### src/rtl/rotate_pkg.sv
// -----------------------------------------------------------------------------
// rotate_pkg
// Shared constants and types for the 16-bit rotator front-ends.
//   WIDTH / AMT_W : data word width and rotate-amount width
//   CMD_W         : width of one packed rotate command
//   rot_dir_e     : rotate direction encoding (ROT_R = 0, ROT_L = 1)
//   rot_cmd_t     : packed command {lr, amt, data}
// -----------------------------------------------------------------------------
package rotate_pkg;

  localparam int WIDTH = 16;
  localparam int AMT_W = 4;
  localparam int CMD_W = WIDTH + AMT_W + 1;

  typedef enum logic {
    ROT_R = 1'b0,
    ROT_L = 1'b1
  } rot_dir_e;

  typedef struct packed {
    rot_dir_e           lr;
    logic [AMT_W-1:0]   amt;
    logic [WIDTH-1:0]   data;
  } rot_cmd_t;

endpackage

### src/rtl/rotate_cmd_unit_if.sv
// -----------------------------------------------------------------------------
// rotate_cmd_unit_if
// Command-in / result-out handshake bundle of rotate_cmd_unit.
//   in_valid/in_ready/in_data/in_amt/in_lr : command port (valid/ready)
//   out_valid/out_ready/out_data           : result port (valid/ready)
//   level                                  : command FIFO occupancy
// Modports: master = producer/consumer side, slave = the rotate unit.
// -----------------------------------------------------------------------------
interface rotate_cmd_unit_if #(
  parameter int DEPTH = 4
);

  localparam int LVL_W = $clog2(DEPTH + 1);

  logic                           in_valid;
  logic                           in_ready;
  logic [rotate_pkg::WIDTH-1:0]   in_data;
  logic [rotate_pkg::AMT_W-1:0]   in_amt;
  logic                           in_lr;
  logic                           out_valid;
  logic                           out_ready;
  logic [rotate_pkg::WIDTH-1:0]   out_data;
  logic [LVL_W-1:0]               level;

  modport master (
    output in_valid, in_data, in_amt, in_lr, out_ready,
    input  in_ready, out_valid, out_data, level
  );

  modport slave (
    input  in_valid, in_data, in_amt, in_lr, out_ready,
    output in_ready, out_valid, out_data, level
  );

endinterface

### src/rtl/multifunction_shifter_16.sv
// -----------------------------------------------------------------------------
// multifunction_shifter_16
// Combinational 16-bit rotator.
//   a_i   : input word
//   amt_i : rotate amount 0..15
//   lr_i  : 0 = rotate right, 1 = rotate left
//   y_o   : rotated word (pure bit permutation of a_i)
// -----------------------------------------------------------------------------
module multifunction_shifter_16 (
  input  logic [15:0] a_i,
  input  logic [3:0]  amt_i,
  input  logic        lr_i,
  output logic [15:0] y_o
);

  logic [31:0] dbl;

  // Shifting a doubled copy of the word makes the wrapped bits fall into
  // the half that is kept, so one shifter serves both directions.
  always_comb begin
    if (lr_i) begin
      dbl = {a_i, a_i} << amt_i;
      y_o = dbl[31:16];
    end else begin
      dbl = {a_i, a_i} >> amt_i;
      y_o = dbl[15:0];
    end
  end

endmodule

### src/rtl/rot_cmd_fifo.sv
// -----------------------------------------------------------------------------
// rot_cmd_fifo
// Parameterised synchronous FIFO for shifter front-ends.
//   clk, rst_n : clock, synchronous active-low reset
//   push_i     : write wdata_i (caller guarantees !full_o)
//   pop_i      : advance read pointer (caller guarantees !empty_o)
//   rdata_o    : current head entry (first-word fall-through)
//   full_o     : level_o == DEPTH
//   empty_o    : level_o == 0
//   level_o    : current occupancy 0..DEPTH
// DEPTH must be a power of two so pointers wrap naturally.
// -----------------------------------------------------------------------------
module rot_cmd_fifo #(
  parameter  int DATA_W = 8,
  parameter  int DEPTH  = 4,
  localparam int PTR_W  = $clog2(DEPTH),
  localparam int LVL_W  = $clog2(DEPTH + 1)
) (
  input  logic              clk,
  input  logic              rst_n,
  input  logic              push_i,
  input  logic [DATA_W-1:0] wdata_i,
  input  logic              pop_i,
  output logic [DATA_W-1:0] rdata_o,
  output logic              full_o,
  output logic              empty_o,
  output logic [LVL_W-1:0]  level_o
);

  logic [DATA_W-1:0] mem_q [DEPTH];
  logic [PTR_W-1:0]  wr_ptr_q, wr_ptr_d;
  logic [PTR_W-1:0]  rd_ptr_q, rd_ptr_d;
  logic [LVL_W-1:0]  level_q, level_d;

  // NOTE: the payload array has no reset; occupancy is tracked by level_q,
  // so stale entries are never observed and the array maps to plain storage.
  always_ff @(posedge clk) begin
    if (push_i) begin
      mem_q[wr_ptr_q] <= wdata_i;
    end
  end

  // NOTE: every always_comb output gets a default first so no path leaves it
  // unassigned, which would otherwise infer a latch.
  always_comb begin
    wr_ptr_d = wr_ptr_q;
    rd_ptr_d = rd_ptr_q;
    level_d  = level_q;
    if (push_i) wr_ptr_d = wr_ptr_q + PTR_W'(1);
    if (pop_i)  rd_ptr_d = rd_ptr_q + PTR_W'(1);
    case ({push_i, pop_i})
      2'b10:   level_d = level_q + LVL_W'(1);
      2'b01:   level_d = level_q - LVL_W'(1);
      default: level_d = level_q;
    endcase
  end

  // NOTE: state registers use non-blocking assignments so every flop samples
  // the pre-edge values regardless of process ordering.
  always_ff @(posedge clk) begin
    if (!rst_n) begin
      wr_ptr_q <= '0;
      rd_ptr_q <= '0;
      level_q  <= '0;
    end else begin
      wr_ptr_q <= wr_ptr_d;
      rd_ptr_q <= rd_ptr_d;
      level_q  <= level_d;
    end
  end

  assign rdata_o = mem_q[rd_ptr_q];
  assign full_o  = (level_q == LVL_W'(DEPTH));
  assign empty_o = (level_q == '0);
  assign level_o = level_q;

endmodule

### src/rtl/rotate_cmd_unit.sv
// -----------------------------------------------------------------------------
// rotate_cmd_unit
// Buffered, handshaked front-end for multifunction_shifter_16. Commands are
// queued in rot_cmd_fifo; the FIFO head feeds the rotator and the result is
// registered into a valid/ready output stage.
//   clk   : single clock
//   rst_n : synchronous active-low reset
//   bus   : rotate_cmd_unit_if.slave (command port, result port, level)
// -----------------------------------------------------------------------------
module rotate_cmd_unit
  import rotate_pkg::*;
#(
  parameter int DEPTH = 4
) (
  input  logic               clk,
  input  logic               rst_n,
  rotate_cmd_unit_if.slave   bus
);

  rot_cmd_t           push_cmd;
  rot_cmd_t           head_cmd;
  logic               fifo_full;
  logic               fifo_empty;
  logic               push;
  logic               load;
  logic [WIDTH-1:0]   rot_y;

  logic               out_valid_q, out_valid_d;
  logic [WIDTH-1:0]   out_data_q,  out_data_d;

  assign push_cmd.lr   = rot_dir_e'(bus.in_lr);
  assign push_cmd.amt  = bus.in_amt;
  assign push_cmd.data = bus.in_data;

  // A full FIFO refuses commands even when a pop happens this cycle, and the
  // port is held off while reset is asserted.
  assign bus.in_ready = !fifo_full && rst_n;
  assign push         = bus.in_valid && bus.in_ready;

  // The output register accepts a new result when empty or being drained.
  assign load = !fifo_empty && (!out_valid_q || bus.out_ready);

  rot_cmd_fifo #(
    .DATA_W (CMD_W),
    .DEPTH  (DEPTH)
  ) u_fifo (
    .clk     (clk),
    .rst_n   (rst_n),
    .push_i  (push),
    .wdata_i (push_cmd),
    .pop_i   (load),
    .rdata_o (head_cmd),
    .full_o  (fifo_full),
    .empty_o (fifo_empty),
    .level_o (bus.level)
  );

  multifunction_shifter_16 u_rot (
    .a_i   (head_cmd.data),
    .amt_i (head_cmd.amt),
    .lr_i  (head_cmd.lr),
    .y_o   (rot_y)
  );

  always_comb begin
    out_valid_d = out_valid_q;
    out_data_d  = out_data_q;
    if (load) begin
      out_valid_d = 1'b1;
      out_data_d  = rot_y;
    end else if (out_valid_q && bus.out_ready) begin
      out_valid_d = 1'b0;
    end
  end

  always_ff @(posedge clk) begin
    if (!rst_n) begin
      out_valid_q <= 1'b0;
      out_data_q  <= '0;
    end else begin
      out_valid_q <= out_valid_d;
      out_data_q  <= out_data_d;
    end
  end

  assign bus.out_valid = out_valid_q;
  assign bus.out_data  = out_data_q;

endmodule

### src/flat_wrapper.sv
// flat-port wrapper written by rule: the top's interface ports become plain ports
module rotate_cmd_unit_flat import rotate_pkg::*;
#(
  parameter int DEPTH = 4
)
  (clk, rst_n, bus_in_valid, bus_in_data, bus_in_amt, bus_in_lr, bus_out_ready, bus_in_ready, bus_out_valid, bus_out_data, bus_level);
  rotate_cmd_unit_if #(.DEPTH(DEPTH)) bus_i ();
  input  logic clk;
  input  logic rst_n;
  input wire logic [$bits(bus_i.in_valid)-1:0] bus_in_valid;
  input wire logic [$bits(bus_i.in_data)-1:0] bus_in_data;
  input wire logic [$bits(bus_i.in_amt)-1:0] bus_in_amt;
  input wire logic [$bits(bus_i.in_lr)-1:0] bus_in_lr;
  input wire logic [$bits(bus_i.out_ready)-1:0] bus_out_ready;
  output wire logic [$bits(bus_i.in_ready)-1:0] bus_in_ready;
  output wire logic [$bits(bus_i.out_valid)-1:0] bus_out_valid;
  output wire logic [$bits(bus_i.out_data)-1:0] bus_out_data;
  output wire logic [$bits(bus_i.level)-1:0] bus_level;
  assign bus_i.in_valid = bus_in_valid;
  assign bus_i.in_data = bus_in_data;
  assign bus_i.in_amt = bus_in_amt;
  assign bus_i.in_lr = bus_in_lr;
  assign bus_i.out_ready = bus_out_ready;
  assign bus_in_ready = bus_i.in_ready;
  assign bus_out_valid = bus_i.out_valid;
  assign bus_out_data = bus_i.out_data;
  assign bus_level = bus_i.level;
  rotate_cmd_unit #(.DEPTH(DEPTH)) u_core (.clk(clk), .rst_n(rst_n), .bus(bus_i));
endmodule
### config.mk
export PLATFORM = sky130hd
export DESIGN_NAME = rotate_cmd_unit_flat
export DESIGN_NICKNAME = d
export VERILOG_FILES = /design/src/rtl/rotate_pkg.sv /design/src/rtl/rotate_cmd_unit_if.sv /design/src/rtl/multifunction_shifter_16.sv /design/src/rtl/rot_cmd_fifo.sv /design/src/rtl/rotate_cmd_unit.sv /design/src/flat_wrapper.sv
export SDC_FILE = /design/constraint.sdc
export NUM_CORES = 1
export LEC_CHECK = 0
export ABC_AREA = 1
export CAP_MARGIN = 10
export CORE_MARGIN = 2
export CORE_UTILIZATION = 45
export CTS_CLUSTER_SIZE = 30
export DETAILED_ROUTE_END_ITERATION = 10
export PLACE_DENSITY = 0.69
export SYNTH_ARGS = -nofsm -noshare
export SYNTH_HDL_FRONTEND = slang
export SYNTH_SLANG_ARGS = --single-unit
export TNS_END_PERCENT = 100
### constraint.sdc
create_clock -name clk -period 2.65 [get_ports clk]
set_clock_uncertainty 0.15 [all_clocks]
set_input_delay 0.53 -clock clk [delete_from_list [all_inputs] [get_ports clk]]
set_output_delay 0.53 -clock clk [all_outputs]
set_load 0.005 [all_outputs]
==> results.yml <==
power:
  power_mw: 8.50
  seqPwrFrac: 0.253
  swShare: 0.470
  pwr_density_cell_mw_per_mm2: 1210
  p_leak_nw: 3.05
  pwr-share-clk: 0.160
  comb_power_share: 0.587
  intPower_mw: 4.50
  ir_worst_vdd_uv: 645
  p_switching_mw: 3.99
setup_path:
  crit_type: "in -> out"
  critPathRequiredTime_ns: 1.97
  crit_end: "bus_in_ready"
  rr_endpoint: "u_core.bus.out_data[8]"
  rrSetupSlack_ns: 0.31
  cp-start-kind: "input pin"
  cp-startpoint: "rst_n"
  worstPathArrival_ns: 1.81
  worst-path-max-fanout: 2
  r2r_cells: 13
  cp-end-kind: "output port"
routing:
  drtIter0Drc: 420
  route.top_layer_used: "met4"
  postRouteAntennaNets: 0
  first_pass_iters: 5
  num_vias: 5351
  drcViolationCount: 0
  wl_met1_mm: 5.91
  totalWireLength_mm: 14.6
  vias_per_cell: 5.50
  wl_per_cell_um: 15.0
  met3_length_um: 981
  dr_wl_met2_mm: 7.48
sta:
  tns_ns: 0
  rsz0062_at_grt: "no"
  relSlewSlack: 0.655
  period_minus_slack_ns: 2.49
  post-route-period-util: 0.938
  max_freq_mhz: 402
  hold_violations: 0
  tightest_slew_ns: 0.516
  fin_hold_ws_ns: 0.320
  setup_viol: 0
  final_max_slew_viol_count: 0
die:
  core_area_sq_mm: 0.0132
  start_util: 0.458
  die_w_um: 120
  die_area_sq_mm: 0.0144
  die_h_um: 120
  rows: 42
  ios: 46
global_route:
  grt_usage: 0.214
  grt_pass1_vias: 5149
  grt_pass1_wl_mm: 24.3
  antenna_found_initial: 0
  overflow: 0
  grt_max_degree: 43
synthesis:
  synth_compound_gate_area_share: 0.0288
  ys_seq_area_frac: 0.504
  synthAdderAreaFrac: 0.0137
  synth.cell_area_sq_mm: 0.00604
  ys_ff_latch: 110
  yosys.area_share.simple: 0.356
  yosys.cell_types.count: 25
  synth_top_family_by_area: "simple AND/OR/NAND/NOR gates"
  synthMuxAreaShare: 0
  avgSynthCellArea_sq_um: 7.95
  synth_warnings: 0
  syn_nets: 790
  synthCells: 759
  synth-xor-area-share: 0
hold_path:
  hold_path_class: "reg -> reg"
job:
  cap_violations: 0
finish:
  utilization: 0.531
  area_growth_syn_to_layout_pct: 15.9
  nets: 824
  regArea_sq_mm: 0.00304
  multiInputGateArea_sq_mm: 0.00242
  drive_above_1_share: 0.0577
  diodes: 0
  fill_cells: 1193
clocking:
  clkSlewWorstSetupHoldPaths_ns: 0.07
  cts_tree: "yes"
  clockBufferDepth: 2
  h-tree-depth: 3
  clock_sinks: 110
  cts_made_buffers: 9
  root_buffer: "clkbuf_16"
  ctsHoldBuffers: 0
  clk-insertion-delay-late_ns: 0.36
placed_design:
  place_hpwl_mm: 9.97
  gp_congestion: 0.910
  port_buffers: 45
outcome:
  status: "completed"
==> critical path, stage by stage <==
cell	delay [ns]
clkdlybuf4s50_1	0.49
clkinv_1	0.08
a31oi_1	0.18
clkdlybuf4s50_1	0.53
==> synth_stat cells, drive strengths merged <==
cell / number / area (sq um)
a21oi: 8 / 40.0
a31oi: 2 / 12.5
a32oi: 2 / 43.8
buf: 25 / 156
clkbuf: 14 / 52.6
clkinv: 1 / 3.75
dfxtp: 26 / 521
edfxtp: 84 / 2520
fa: 1 / 20.0
ha: 5 / 62.6
inv: 100 / 375
nand2: 149 / 564
nand3: 274 / 1370
nor2: 50 / 188
o211ai: 1 / 12.5
o21ai: 13 / 65.1
or2: 4 / 25.0
==> area by class of cell <==
| cell class | count | area share |
|---|---|---|
| Tap cell | 176 | 0.0315 |
| Clock inverter | 5 | 0.00948 |
| Clock buffer | 10 | 0.0327 |
| Inverter | 101 | 0.0542 |
| Multi-Input combinational cell | 509 | 0.345 |
| Sequential cell | 110 | 0.435 |
| Timing Repair Buffer | 62 | 0.0921 |
==> state kept, by name, summed over array words and instances (netlist names), named ones only <==
| register | count |
|---|---|
| u_core.u_fifo.rd_ptr_q | 2 |
| u_core.u_fifo.mem_q | 84 |
| u_core.bus.out_valid | 1 |
| u_core.u_fifo.wr_ptr_q | 2 |
| u_core.bus.out_data | 16 |
| u_core.u_fifo.level_o | 3 |
==> cells in the final DEF (no fill, tap or decap), types with 4 or more instances in the layout <==
cell,synthesis,routed
o21ai_0,10,10
buf_12,0,5
clkdlybuf4s50_1,0,45
buf_4,3,11
nand2_1,147,147
inv_1,96,96
ha_1,5,5
clkbuf_16,0,9
nand3_1,274,274
inv_2,4,4
nor2_1,50,48
a21oi_1,8,8
edfxtp_1,84,84
dfxtp_1,26,26
==> metal layers <==
layer	vias to the layer above	global-route usage
met4	0	0.0757
met5	-	0
met1	2509	0.262
met3	21	0.0418
met2	202	0.375
li1	2619	-
==> power groups by stage <==
stage | clock network [mW] | registers [mW] | logic (mW)
5_1_grt | 1.45 | 2.18 | 5.60
4_1_cts | 1.38 | 2.15 | 4.91
2_1_floorplan | 0 | 2.20 | 3.69
3_3_place_gp | 0 | 2.18 | 4.79
3_5_place_dp | 0 | 2.19 | 4.88
6_report | 1.36 | 2.15 | 4.99
==> kinds of logic (layout without fill, tap and decap cells) <==
logic type,count (synthesis),after routing
simple gates,477,477
buf+inv,140,178
fa+ha+maj,6,6
compound gates,26,26
flops,110,110
==> through the flow <==
stage	setup slack, ns	instances	instance area [sq um]
detailed placement	0.109	958	6700
CTS	0.156	973	6990
floorplan	0.0312	759	6040
finish	0.164	973	7000
global route	0.0224	973	7000
global placement	0.152	958	6700
==> what timing repair did <==
action | CTS | global route
setup endpoints to repair | 0 | 11
buffers inserted | 0 | 0
resized for setup | 0 | 1
==> worst min-delay path by stage <==
stage / from / endpoint / slack (ns) / cells past startpoint
6_report: u_core.u_fifo.rd_ptr_q[1] / u_core.u_fifo.rd_ptr_q[1] / 0.32 / 2
5_1_grt: u_core.u_fifo.rd_ptr_q[1] / register / 0.35 / 2
4_1_cts: u_core.u_fifo.rd_ptr_q[1] / register / 0.33 / 2
3_5_place_dp: u_core.u_fifo.rd_ptr_q[1] / u_core.u_fifo.rd_ptr_q[1] / 0.32 / 2
3_3_place_gp: u_core.u_fifo.rd_ptr_q[1] / u_core.u_fifo.rd_ptr_q[1] / 0.30 / 2
2_1_floorplan: u_core.u_fifo.rd_ptr_q[1] / register / 0.29 / 2
Power figures use the tool's default switching activity.
